[src/rtl/wb_arb_pkg.sv]
// rtl/wb_arb_pkg.sv - shared types and helpers for the serial_wb_master command arbiter
package wb_arb_pkg;

  localparam int BYTE_W = 8;

  typedef logic [BYTE_W-1:0] byte_t;

  typedef enum logic {
    ARB_IDLE,
    ARB_GRANT
  } arb_state_t;

  // Index width that stays at least one bit wide for single-entry sets.
  function automatic int idx_w(input int n);
    return (n < 2) ? 1 : $clog2(n);
  endfunction

endpackage

[src/rtl/rr_pick.sv]
// rtl/rr_pick.sv - combinational round-robin picker: first set bit of req at or above start, wrapping
module rr_pick #(
  parameter int N  = 2,
  parameter int IW = 1
) (
  input  logic [N-1:0]  req,
  input  logic [IW-1:0] start,
  output logic          found,
  output logic [IW-1:0] idx
);

  logic [N-1:0] rot;
  int           off;
  int           sum;

  always_comb begin
    // Rotating a doubled copy puts the start position at bit 0.
    rot   = N'({req, req} >> start);
    found = 1'b0;
    off   = 0;
    for (int i = N - 1; i >= 0; i--) begin
      if (rot[i]) begin
        found = 1'b1;
        off   = i;
      end
    end
    sum = int'(start) + off;
    if (sum >= N) begin
      sum = sum - N;
    end
    idx = IW'(sum);
  end

endmodule

[src/rtl/wb_cmd_arbiter.sv]
// rtl/wb_cmd_arbiter.sv - packet-granular round-robin arbiter in front of serial_wb_master
module wb_cmd_arbiter
  import wb_arb_pkg::*;
#(
  parameter  int N_REQ        = 2,
  parameter  int TIMEOUT_BITS = 16,
  localparam int IW           = idx_w(N_REQ)
) (
  input  logic                    clk,
  input  logic                    sreset,
  input  logic [N_REQ-1:0]        req_enable,
  input  logic [N_REQ-1:0]        s_axis_cmd_tvalid,
  output logic [N_REQ-1:0]        s_axis_cmd_tready,
  input  logic [N_REQ-1:0]        s_axis_cmd_tlast,
  input  logic [BYTE_W*N_REQ-1:0] s_axis_cmd_tdata,
  output logic                    m_axis_cmd_tvalid,
  input  logic                    m_axis_cmd_tready,
  output logic                    m_axis_cmd_tlast,
  output byte_t                   m_axis_cmd_tdata,
  input  logic                    s_axis_resp_tvalid,
  output logic                    s_axis_resp_tready,
  input  byte_t                   s_axis_resp_tdata,
  output logic [N_REQ-1:0]        m_axis_resp_tvalid,
  input  logic [N_REQ-1:0]        m_axis_resp_tready,
  output byte_t                   m_axis_resp_tdata,
  output logic                    grant_valid,
  output logic [IW-1:0]           grant_idx,
  output logic                    timeout_pulse
);

  arb_state_t              state, state_d;
  logic [IW-1:0]           grant_d;
  logic [IW-1:0]           rr_ptr, rr_d;
  logic [TIMEOUT_BITS-1:0] stall_cnt, stall_d;
  logic [N_REQ-1:0]        eligible;
  logic                    pick_found;
  logic [IW-1:0]           pick_idx;
  logic                    sel_valid, sel_last;
  byte_t                   sel_data;
  logic                    hs;
  logic [IW-1:0]           next_ptr;

  assign eligible    = req_enable & s_axis_cmd_tvalid;
  assign grant_valid = (state == ARB_GRANT);
  assign next_ptr    = (grant_idx == IW'(N_REQ - 1)) ? '0 : grant_idx + 1'b1;

  rr_pick #(
    .N  (N_REQ),
    .IW (IW)
  ) u_rr_pick (
    .req   (eligible),
    .start (rr_ptr),
    .found (pick_found),
    .idx   (pick_idx)
  );

  always_comb begin
    sel_valid = 1'b0;
    sel_last  = 1'b0;
    sel_data  = '0;
    for (int i = 0; i < N_REQ; i++) begin
      if (IW'(i) == grant_idx) begin
        sel_valid = s_axis_cmd_tvalid[i];
        sel_last  = s_axis_cmd_tlast[i];
        sel_data  = s_axis_cmd_tdata[i*BYTE_W +: BYTE_W];
      end
    end
  end

  // grant_idx doubles as the response owner: it is held after the packet ends.
  always_comb begin
    m_axis_resp_tvalid = '0;
    s_axis_resp_tready = 1'b0;
    m_axis_resp_tdata  = s_axis_resp_tdata;
    for (int i = 0; i < N_REQ; i++) begin
      if (IW'(i) == grant_idx) begin
        m_axis_resp_tvalid[i] = s_axis_resp_tvalid;
        s_axis_resp_tready    = m_axis_resp_tready[i];
      end
    end
  end

  always_comb begin
    state_d           = state;
    grant_d           = grant_idx;
    rr_d              = rr_ptr;
    stall_d           = stall_cnt;
    s_axis_cmd_tready = '0;
    m_axis_cmd_tvalid = 1'b0;
    m_axis_cmd_tlast  = 1'b0;
    m_axis_cmd_tdata  = '0;
    timeout_pulse     = 1'b0;
    hs                = 1'b0;
    case (state)
      ARB_IDLE: begin
        if (pick_found) begin
          state_d = ARB_GRANT;
          grant_d = pick_idx;
          stall_d = '0;
        end
      end
      ARB_GRANT: begin
        m_axis_cmd_tvalid = sel_valid;
        m_axis_cmd_tlast  = sel_last;
        m_axis_cmd_tdata  = sel_data;
        for (int i = 0; i < N_REQ; i++) begin
          if (IW'(i) == grant_idx) begin
            s_axis_cmd_tready[i] = m_axis_cmd_tready;
          end
        end
        hs = sel_valid & m_axis_cmd_tready;
        // A handshake outranks a terminal count in the same cycle.
        if (hs) begin
          stall_d = '0;
          if (sel_last) begin
            state_d = ARB_IDLE;
            rr_d    = next_ptr;
          end
        end else if (&stall_cnt) begin
          state_d       = ARB_IDLE;
          rr_d          = next_ptr;
          stall_d       = '0;
          timeout_pulse = 1'b1;
        end else if (!sel_valid) begin
          stall_d = stall_cnt + 1'b1;
        end
      end
      default: state_d = ARB_IDLE;
    endcase
  end

  always_ff @(posedge clk) begin
    if (sreset) begin
      state     <= ARB_IDLE;
      grant_idx <= '0;
      rr_ptr    <= '0;
      stall_cnt <= '0;
    end else begin
      state     <= state_d;
      grant_idx <= grant_d;
      rr_ptr    <= rr_d;
      stall_cnt <= stall_d;
    end
  end

endmodule

[config.mk]
export PLATFORM = sky130hd
export DESIGN_NAME = wb_cmd_arbiter
export DESIGN_NICKNAME = d
export VERILOG_FILES = /design/src/rtl/wb_arb_pkg.sv /design/src/rtl/rr_pick.sv /design/src/rtl/wb_cmd_arbiter.sv
export SDC_FILE = /design/constraint.sdc
export NUM_CORES = 1
export LEC_CHECK = 0
export BUFFER_PORTS_ARGS = -buffer_cell sky130_fd_sc_hd__buf_2
export CAP_MARGIN = 10
export CORE_MARGIN = 10
export CORE_UTILIZATION = 42
export CTS_CLUSTER_SIZE = 8
export DETAILED_ROUTE_END_ITERATION = 8
export GPL_TIMING_DRIVEN = 1
export PLACE_DENSITY = 0.84
export SETUP_SLACK_MARGIN = 0.15
export SYNTH_ARGS = -nofsm -noshare
export SYNTH_HDL_FRONTEND = slang
export SYNTH_SLANG_ARGS = --single-unit
[constraint.sdc]
create_clock -name clk -period 1.9 [get_ports clk]
set_clock_uncertainty 0.2 [all_clocks]
set_input_delay 0.57 -clock clk [delete_from_list [all_inputs] [get_ports clk]]
set_output_delay 0.57 -clock clk [all_outputs]
set_load 0.02 [all_outputs]
==> Yosys cells after proc, flatten, opt, wreduce, memory -nomap -nowiden <==
Cells that the tools add are included.
{ "word_totals": {"output_inout_bits": 26, "word_cells": 55, "regBits": 19} }
{ "classes": {"bitwise": 3, "n_eq_ne": 3, "n_reduce_logical": 5, "n_shift": 1, "magnitude_cmp": 1, "muxes": 34, "addsub": 4} }
{ "op_table": {"columns": ["operator", "n"], "rows": [
  ["$mux 16", 4],
  ["$pmux 16 s2", 1],
  ["$mux 1", 25],
  ["$add 16x1->16 const B", 1],
  ["$mux 8", 2],
  ["$reduce_and 16->1", 1],
  ["$ne 2x2->1 const B", 2],
  ["$ne 4x2->1 const B", 1],
  ["$reduce_and 2->1", 2],
  ["$shr 4x1->2", 1],
  ["$reduce_and 3->1", 1],
  ["$add 1x1->2", 1],
  ["$and 2x2->2", 1],
  ["$ge 2x2->1 const B", 1],
  ["$mux 2", 1],
  ["$pmux 1 s2", 1],
  ["$reduce_bool 2->1", 1],
  ["$add 1x1->1 const B", 1],
  ["$and 1x1->1", 1],
  ["$not 1->1", 1],
  ["$sub 1x1->1 const B", 1]
]} }

==> Logic depth before layout (Yosys ltp) <==
Gate-level depths: netlist of run 1.
{ "depth": {"word_depth": 7, "ltp_mapped": 7, "ltp_nobuf": 6} }

==> Cells and area by module <==
A second synthesis of run 1 with hierarchy kept.
{ "hier_totals": {"cells_unflattened": 179, "area_unflattened_um2": 1396.3} }
{ "modules_own_cells": {"columns": ["module", "n_inst", "area_per_inst_um2", "cells_each"], "rows": [
  ["wb_cmd_arbiter", 1, 1375.1, 176],
  ["rr_pick", 1, 21.3, 3]
]} }

==> Worst setup path before layout of run 1 <==
OpenSTA, ideal clock, no wires.
{ "synth_timing": {"path_type": "reg2out", "from": "register stall_cnt[0]", "to": "output timeout_pulse", "stages_incl_launch_ff": 7, "path_slack_ps": -433, "t_arrival_ps": 1563, "required_ps": 1130, "path_buffers": 1, "path_cell_list": "dfxtp_1 > ha_1 > nand4_1 > and4bb_1 > buf_2 > inv_1 > nor2_1"} }
{ "synth_between": {"elab_chain_len": 4} }
{ "synth_rtl": {"columns": ["item", "line_no", "source"], "rows": [
  ["start, declared", "wb_cmd_arbiter.sv:34", "logic [TIMEOUT_BITS-1:0] stall_cnt, stall_d;"],
  ["start signal, assigned", "wb_cmd_arbiter.sv:142", "stall_cnt <= stall_d;"],
  ["$reduce_and 16->1", "wb_cmd_arbiter.sv:119", "end else if (&stall_cnt) begin"],
  ["$mux 1", "wb_cmd_arbiter.sv:119", null],
  ["$mux 1", "wb_cmd_arbiter.sv:113", "if (hs) begin"],
  ["$mux 1", "wb_cmd_arbiter.sv:94", "case (state)"],
  ["end, declared", "wb_cmd_arbiter.sv:28", "output logic timeout_pulse"]
]} }
Every way passes these cells.

==> Worst setup path in the final report of run 1 <==
{ "layout_timing": {"from": "register stall_cnt[0]", "to": "register stall_cnt[13]"} }
{ "layout_between": {"elab_chain_len": 5, "word_cells_on_any_way": 8, "classes_between": "add/sub: 1; eq/ne: 1; mux: 4; reduce/logical: 2"} }
{ "layout_rtl": {"columns": ["item", "line_no", "source"], "rows": [
  ["$add 16x1->16", "wb_cmd_arbiter.sv:125", "stall_d = stall_cnt + 1'b1;"],
  ["$mux 16", "wb_cmd_arbiter.sv:124", "end else if (!sel_valid) begin"],
  ["$mux 16", "wb_cmd_arbiter.sv:119", null],
  ["$mux 16", "wb_cmd_arbiter.sv:113", null],
  ["$pmux 16 s2", "wb_cmd_arbiter.sv:94", null]
]} }
Several ways; a longest one is shown, not always the timed one. The select of a mux whose other input is x is not followed.
A chain may end at the register's enable or synchronous reset.

==> results of run 1 <==
cells in the mapped netlist, types with 3 or more instances:
cell type  number
dfxtp_1        19
a21oi_1        15
nor2_1         15
nor2b_1        12
mux2i_1        10
nand2_1        10
o21ai_0         9
buf_4           8
nor3_1          8
a211oi_1        6
nand3_1         6
clkbuf_1        5
inv_1           5
a31oi_1         3
and3_1          3
nand4_1         3
state kept, by name, indices dropped and copies added, names as in the netlist:
register and cells:
grant_idx 1, grant_valid 1, rr_ptr 1, stall_cnt 16
power groups by stage:
stage | registers, mW | logic [mW] | clock network [mW]
2_1_floorplan | 0.422 | 0.211 | 0
3_3_place_gp | 0.424 | 0.271 | 0
3_5_place_dp | 0.424 | 0.277 | 0
4_1_cts | 0.412 | 0.394 | 0.213
5_1_grt | 0.415 | 0.529 | 0.242
6_report | 0.415 | 0.514 | 0.235
worst max-delay path, delay by kind of cell (launching register included):
kind	cells	cell delay, ps
buffers and inverters	5	690
and+or+nand+nor	3	430
AOI/OAI and AO/OA	2	380
DFF	1	370
adders and majority gates	1	160
stage by stage:
step / std cells / utilization / hold WS, ps / TNS (ps)
6_report: 308 / 0.8711 / 422.1 / -9047
5_1_grt: 308 / 0.8711 / 426.8 / -10200
3_5_place_dp: 282 / 0.6347 / 313.3 / -3226
4_1_cts: 301 / 0.7628 / 339.9 / -3241
2_1_floorplan: 168 / - / 231.9 / -292.1
3_3_place_gp: 282 / 0.6347 / 277.8 / -3057
cells by family after synthesis:
| kind of cell | Yosys count | share of synthesized area |
|---|---|---|
| and+or+nand+nor | 73 | 0.3116 |
| AOI/OAI and AO/OA | 42 | 0.2011 |
| buffers and inverters | 21 | 0.08971 |
| DFF | 19 | 0.2871 |
| muxes | 12 | 0.1010 |
| adders and majority gates | 1 | 0.009441 |
layout make-up:
| cell class | instances | area (um^2) | share of cell area |
|---|---|---|---|
| well taps | 44 | 55.05 | 0.02087 |
| clock buffers | 3 | 22.52 | 0.008539 |
| clock inverters | 1 | 5.005 | 0.001898 |
| multi-input cells | 128 | 1185 | 0.4492 |
| repair buffers | 108 | 950.9 | 0.3605 |
| inverters | 5 | 26.28 | 0.009962 |
| flip-flops and latches | 19 | 392.9 | 0.1490 |
per-layer routing:
metal | global-route usage | part of all wire | vias up
met4 | 0.08178 | 0.077 | 0
met2 | 0.3639 | 0.49 | 198
met5 | 0 | 0 | -
met1 | 0.2112 | 0.33 | 953
met3 | 0.03538 | 0.10 | 72
li1 | - | - | 794
final timing paths:
| check | to | start | slack [ps] |
|---|---|---|---|
| max | stall_cnt[13] | stall_cnt[0] | -420 |
| max reg2reg | stall_cnt[13] | stall_cnt[0] | -420 |
| min reg2reg | stall_cnt[10] | stall_cnt[10] | 420 |
| min | stall_cnt[10] | stall_cnt[10] | 420 |
what timing repair did:
action | 4_1_cts | 5_1_grt
gates cloned | 1 | 1
buffers inserted | 14 | 6
gates resized for setup | 63 | 53
endpoints found under the hold margin | 0 | 0
endpoints found under the setup margin | 36 | 36
pin swaps | 10 | 18
==> metrics.md, run 1 <==
| Metric | Value |
|---|---|
| TritonCTS clock tree | yes |
| Int Pwr | 0.7408 mW |
| CTS max path bufs | 2 |
| DIE WIDTH | 76.17 um |
| Most frequent cells in the layout | buf_4, buf_6, buf_2 |
| Worst slew pin tran | 339.1 ps |
| Total chip power | 1.164 mW |
| Max-slew headroom | 0.7731 |
| Cell Rows | 20 |
| Combinational Power Share | 0.442 |
| Sequential-to-total area share from yosys stat | 0.2871 |
| Placement Setup Slack | -240.8 ps |
| Setup ws final | -419.5 ps |
| Clock Power Share | 0.202 |
| Leakage | 1.075 nW |
| Port-buffer cells | 45 |
| Max FO, Critical Path | 5 |
| Ports | 62 |
| Layout area overhead | 99.06% |
| Seq pwr share | 0.357 |
| Yosys warns | 0 |
| Clock-pin slew on the worst setup and hold paths | 140 ps |
| Clock root cell | clkbuf_4 |
| Share of post-route cells with drive strength above 1 | 0.6932 |
| Mapped cell area | 0.001325 mm^2 |
| R2R depth | 11 |
| # nets final | 302 |
| Fill count | 122 |
| Mapped Cells | 168 |
| Setup violators final | 35 |
| Die ar. | 0.005801 mm^2 |
| Post-synth EDFFs | 0 |
| RSZ-0062 raised after global routing | true |
| CTS Buf Count | 3 |
| Post-Route WL | 8133 um |
| Async SR Flop Fraction | 0 |
| Via count | 2017 |
| Post-DP HPWL | 3256 um |
| Period Utilization, post-route | 1.221 |
| Total gr overflow | 0 |
| Initial DRC count | 288 |
| Clk_lat worst skew | 340 ps |
| Violated checks | setup timing |
| H-Tree Depth | 1 |
| Syn_area_per_cell | 7.887 um^2 |
| Area fraction of the dominant cell type after synthesis | 0.2871 |
| Slowest CP cell | dfxtp_4 |
| Area leader, netlist | dfxtp_1 |
| Clock Sinks | 19 |
| CP Launch Type | register |
| Synth Flop Type | dfxtp_1 |
| Fin area | 0.002638 mm^2 |
| Starting Density | 0.4376 |
| DRT antenna net count | 0 |
| Hold_buf cts | 0 |
| Synth area leaders | dfxtp_1, mux2i_1, a21oi_1 |
| Placed Area | 0.001922 mm^2 |
| Final Max Slew Viols | 0 |
| PD cells | 441.2 mW/mm^2 |
| Cells along the critical path | ha_4, nand4_1, and4bb_4, buf_4, buf_6, buf_12, buf_12, nor2_4, buf_6, a21oi_2, a211oi_1 |
| Largest stage delay, worst path | 370 ps |
| All-Layer GR Usage | 0.1962 |
| DR DRC count | 0 |
| Hold depth | 2 |
| First-pass GRT wire length | 9356 um |
| CP arrival | 2350 ps |
| Drt wl/cell | 26.41 um |
| Fin crit period | 2319 ps |
| Vias in the first global route | 1749 |
| Syn Nets | 205 |
| Commonest non-fill, non-tap cell in the layout | buf_4 |
| Largest net degree at the start of global routing | 21 |
| Final Hold Viols | 0 |
| 1st-pass router iterations | 6 |
| Peak supply drop | 0.3697 mV |
| Synthesis-stage register bit count | 19 |
| Psw | 0.4229 mW |
| Die span in y | 76.17 um |
| Crit path kind | register to register |
| Worst path required time | 1930 ps |
| Switching Share | 0.3634 |
| Initial antenna violation count | 0 |
| Hold/Removal Path Class | register to register |
| Final RePlAce weighted congestion | 0.8568 |
| Achievable frequency | 431.1 MHz |
| Ant diodes | 0 |
| Max-cap violations | 0 |
| CP Capture Type | register |
| Core Area | 0.003028 mm^2 |
| Synth cell types | 43 |
| Via/cell ratio | 6.549 |
| Status | finished with violations |
Power figures use the tool's default switching activity.
==> inputs of run 2 (changes only) <==
ABC_AREA = 1   (was default)
CORE_UTILIZATION = 44   (was 42)
==> metrics.md, run 2 <==
| Metric | Value |
|---|---|
| Final Max Slew Viols | 0 (unchanged) |
| Clock Power Share | 0.183 (was 0.202) |
| Status | finished with violations (unchanged) |
| Synth cell types | 23 (was 43) |
| Async SR Flop Fraction | 0 (unchanged) |
| TritonCTS clock tree | yes (unchanged) |
| Max-cap violations | 0 (unchanged) |
| Port-buffer cells | 45 (unchanged) |
| Hold_ws | 250.7 ps (was 422.1 ps) |
| Top reg by flops | stall_cnt (unchanged) |
| Ant diodes | 0 (unchanged) |
| Clock-pin slew on the worst setup and hold paths | 150 ps (was 140 ps) |
| Share of post-route cells with drive strength above 1 | 0.5092 (was 0.6932) |
| Peak supply drop | 0.4280 mV (was 0.3697 mV) |
| Max FO, Critical Path | 5 (unchanged) |
| Mapped Cells | 289 (was 168) |
| Final core utilization | 0.8557 (was 0.8711) |
| Cell Rows | 21 (was 20) |
| Switching Share | 0.4243 (was 0.3634) |
| RSZ-0062 raised after global routing | true (unchanged) |
| Layout area overhead | 83.36% (was 99.06%) |
| Syn Nets | 326 (was 205) |
| Synth area leaders | dfxtp_1, nand2_1, nor2_1 (was dfxtp_1, mux2i_1, a21oi_1) |
| Fin area | 0.002923 mm^2 (was 0.002638 mm^2) |
| DIE WIDTH | 80.19 um (was 76.17 um) |
| Combinational Power Share | 0.493 (was 0.442) |
| PD cells | 475.8 mW/mm^2 (was 441.2 mW/mm^2) |
| Setup ws final | -379.0 ps (was -419.5 ps) |
| Crit path kind | register to output pin (was register to register) |
| CTS max path bufs | 2 (unchanged) |
| Worst Path Buf+Inv | 2 (was 5) |
| Cells along the critical path | inv_8, nand2_4, nand2_1, nand2_2, nand2_2, nor2_4, buf_6 (was ha_4, nand4_1, and4bb_4, buf_4, buf_6, buf_12, buf_12, nor2_4, buf_6, a21oi_2, a211oi_1) |
| Psw | 0.5900 mW (was 0.4229 mW) |
| Most frequent cells in the layout | nand2_1, nor2_1, buf_6 (was buf_4, buf_6, buf_2) |
| Violated checks | DRC, setup timing (was setup timing) |
| CP delay by family, top | flip-flops (was buffers and inverters) |
| Fill count | 136 (was 122) |
| Area leader, netlist | dfxtp_1 (unchanged) |
| Clock Sinks | 19 (unchanged) |
| Number of flip-flops in the largest register | 16 (unchanged) |
| Sequential-to-total area share from yosys stat | 0.2386 (was 0.2871) |
| Post-DP HPWL | 3609 um (was 3256 um) |
| Period Utilization, post-route | 1.199 (was 1.221) |
| CP Launch Type | register (unchanged) |
| Die span in y | 80.19 um (was 76.17 um) |
| Via count | 2657 (was 2017) |
| CP Capture Type | output pin (was register) |
| Initial antenna violation count | 0 (unchanged) |
| Ports | 62 (unchanged) |
| Hold depth | 2 (unchanged) |
| Synth Flop Type | dfxtp_1 (unchanged) |
| Achievable frequency | 438.8 MHz (was 431.1 MHz) |
| H-Tree Depth | 1 (unchanged) |
| Clock root cell | clkbuf_4 (unchanged) |
| Initial DRC count | 411 (was 288) |
| Final RePlAce weighted congestion | 0.8715 (was 0.8568) |
| Total gr overflow | 0 (unchanged) |
| Critical path depth | 7 (was 11) |
| Leakage | 1.382 nW (was 1.075 nW) |
| Worst slew pin tran | 485.1 ps (was 339.1 ps) |
| # nets final | 419 (was 302) |
| Die ar. | 0.006430 mm^2 (was 0.005801 mm^2) |
| Post-Route WL | 9597 um (was 8133 um) |
| Placed Area | 0.002066 mm^2 (was 0.001922 mm^2) |
| Hold_buf cts | 0 (unchanged) |
| Post-synth top cells | nand2_1, nor2_1, inv_1 (was dfxtp_1, a21oi_1, nor2_1) |
| Seq pwr share | 0.324 (was 0.357) |
| Core Area | 0.003416 mm^2 (was 0.003028 mm^2) |
| Largest net degree at the start of global routing | 16 (was 21) |
| Via/cell ratio | 6.222 (was 6.549) |
| Mapped cell area | 0.001594 mm^2 (was 0.001325 mm^2) |
| Cell repeated most along the worst path | nand2_2 |
| CTS Buf Count | 3 (unchanged) |
| Worst path required time | 1130 ps (was 1930 ps) |
| Largest stage delay, worst path | 480 ps (was 370 ps) |
| All-Layer GR Usage | 0.2013 (was 0.1962) |
| R2R depth | 12 (was 11) |
| DR DRC count | 5 (was 0) |
| CP arrival | 1510 ps (was 2350 ps) |
| Clk_lat worst skew | 350 ps (was 340 ps) |
| Commonest non-fill, non-tap cell in the layout | nand2_1 (was buf_4) |
| Top-count cell post-synth | nand2_1 (was dfxtp_1) |
| Synthesis-stage register bit count | 19 (unchanged) |
| First-pass GRT wire length | 10370 um (was 9356 um) |
| Hold/Removal Path Class | input pin to register (was register to register) |
| Slowest CP cell | dfxtp_4 (unchanged) |
| Area fraction of the dominant cell type after synthesis | 0.2386 (was 0.2871) |
| Total chip power | 1.391 mW (was 1.164 mW) |
| Max-slew headroom | 0.6766 (was 0.7731) |
| DRT antenna net count | 0 (unchanged) |
| 1st-pass router iterations | 9 (was 6) |
| Starting Density | 0.4667 (was 0.4376) |
| Yosys warns | 0 (unchanged) |
| Syn_area_per_cell | 5.516 um^2 (was 7.887 um^2) |
| Setup violators final | 35 (unchanged) |
| Fin crit period | 2279 ps (was 2319 ps) |
| Drt wl/cell | 22.48 um (was 26.41 um) |
| Final Hold Viols | 0 (unchanged) |
| Int Pwr | 0.8007 mW (was 0.7408 mW) |
| Post-synth EDFFs | 0 (unchanged) |
| Vias in the first global route | 2079 (was 1749) |
==> run 2: cell count changes after synthesis, moves of 6 or more <==
cell / change
nor2_1: +47
a21oi_1: -10
a211oi_1: -6
nand3_1: +22
nor2b_1: -12
inv_1: +32
nand2_1: +75
mux2i_1: -10
nand2_2: +6
==> run 2: cells by family after synthesis <==
kind of cell    Yosys count  synth area share
fa+ha+maj                 1          0.007848
compound gates           19           0.06437
buf+inv                  54            0.1562
flops                    19            0.2386
simple gates            196            0.5330
==> run 2: cell type report <==
type                            count  area, um^2  area share
Multi-Input combinational cell    217        1364      0.4666
Sequential cell                    19       390.4      0.1336
Clock buffer                        4       26.28    0.008990
Timing Repair Buffer              102       924.6      0.3164
Tap cell                           46       57.56     0.01969
Inverter                           39       160.2     0.05479
==> run 2: worst register-to-register path, stage by stage, from the launching register on <==
cell	delay, ps
dfxtp_2	400
ha_4	170
nand3_4	90
buf_4	140
buf_4	150
nor2_4	130
nand2_4	100
nand3_4	160
buf_12	140
nand2_8	80
nand2_1	110
nand2_1	60
nor2_1	190
==> run 2: per-layer routing <==
metal | track usage | part of all wire | wire (um)
met1 | 0.2261 | 0.35 | 3328
met2 | 0.3403 | 0.42 | 4028
met3 | 0.05679 | 0.16 | 1532
met4 | 0.09859 | 0.074 | 707
met5 | 0 | 0 | 0
==> run 2: timing repair <==
item	4_1_cts	5_1_grt
buffers inserted	15	12
gates cloned	2	2
pin swaps	22	23
endpoints found under the setup margin	23	35
gates resized for setup	94	63
==> run 2: power by group through the flow <==
stage	Sequential (mW)	Combinational (mW)	Clock, mW
after floorplan	0.456	0.256	0
after global placement	0.453	0.351	0
after detailed placement	0.454	0.359	0
after CTS	0.444	0.487	0.222
after global routing	0.453	0.706	0.267
final	0.451	0.685	0.254
==> run 2: path summary, 6_finish.rpt <==
kind	end	start	slack, ps
max	timeout_pulse	grant_idx	-380
min reg2reg	rr_ptr	rr_ptr	380
max reg2reg	stall_cnt[1]	stall_cnt[0]	-300
min	stall_cnt[4]	sreset	250
==> run 2: stage by stage <==
step                      setup slack [ps]  TNS [ps]  std cells
after global placement              -69.03    -159.1        392
after global routing                -432.8     -7121        427
after detailed placement            -77.64    -295.1        392
after floorplan                     -57.82    -57.82        289
final                               -379.0     -6022        427
after CTS                           -291.6     -1689        413
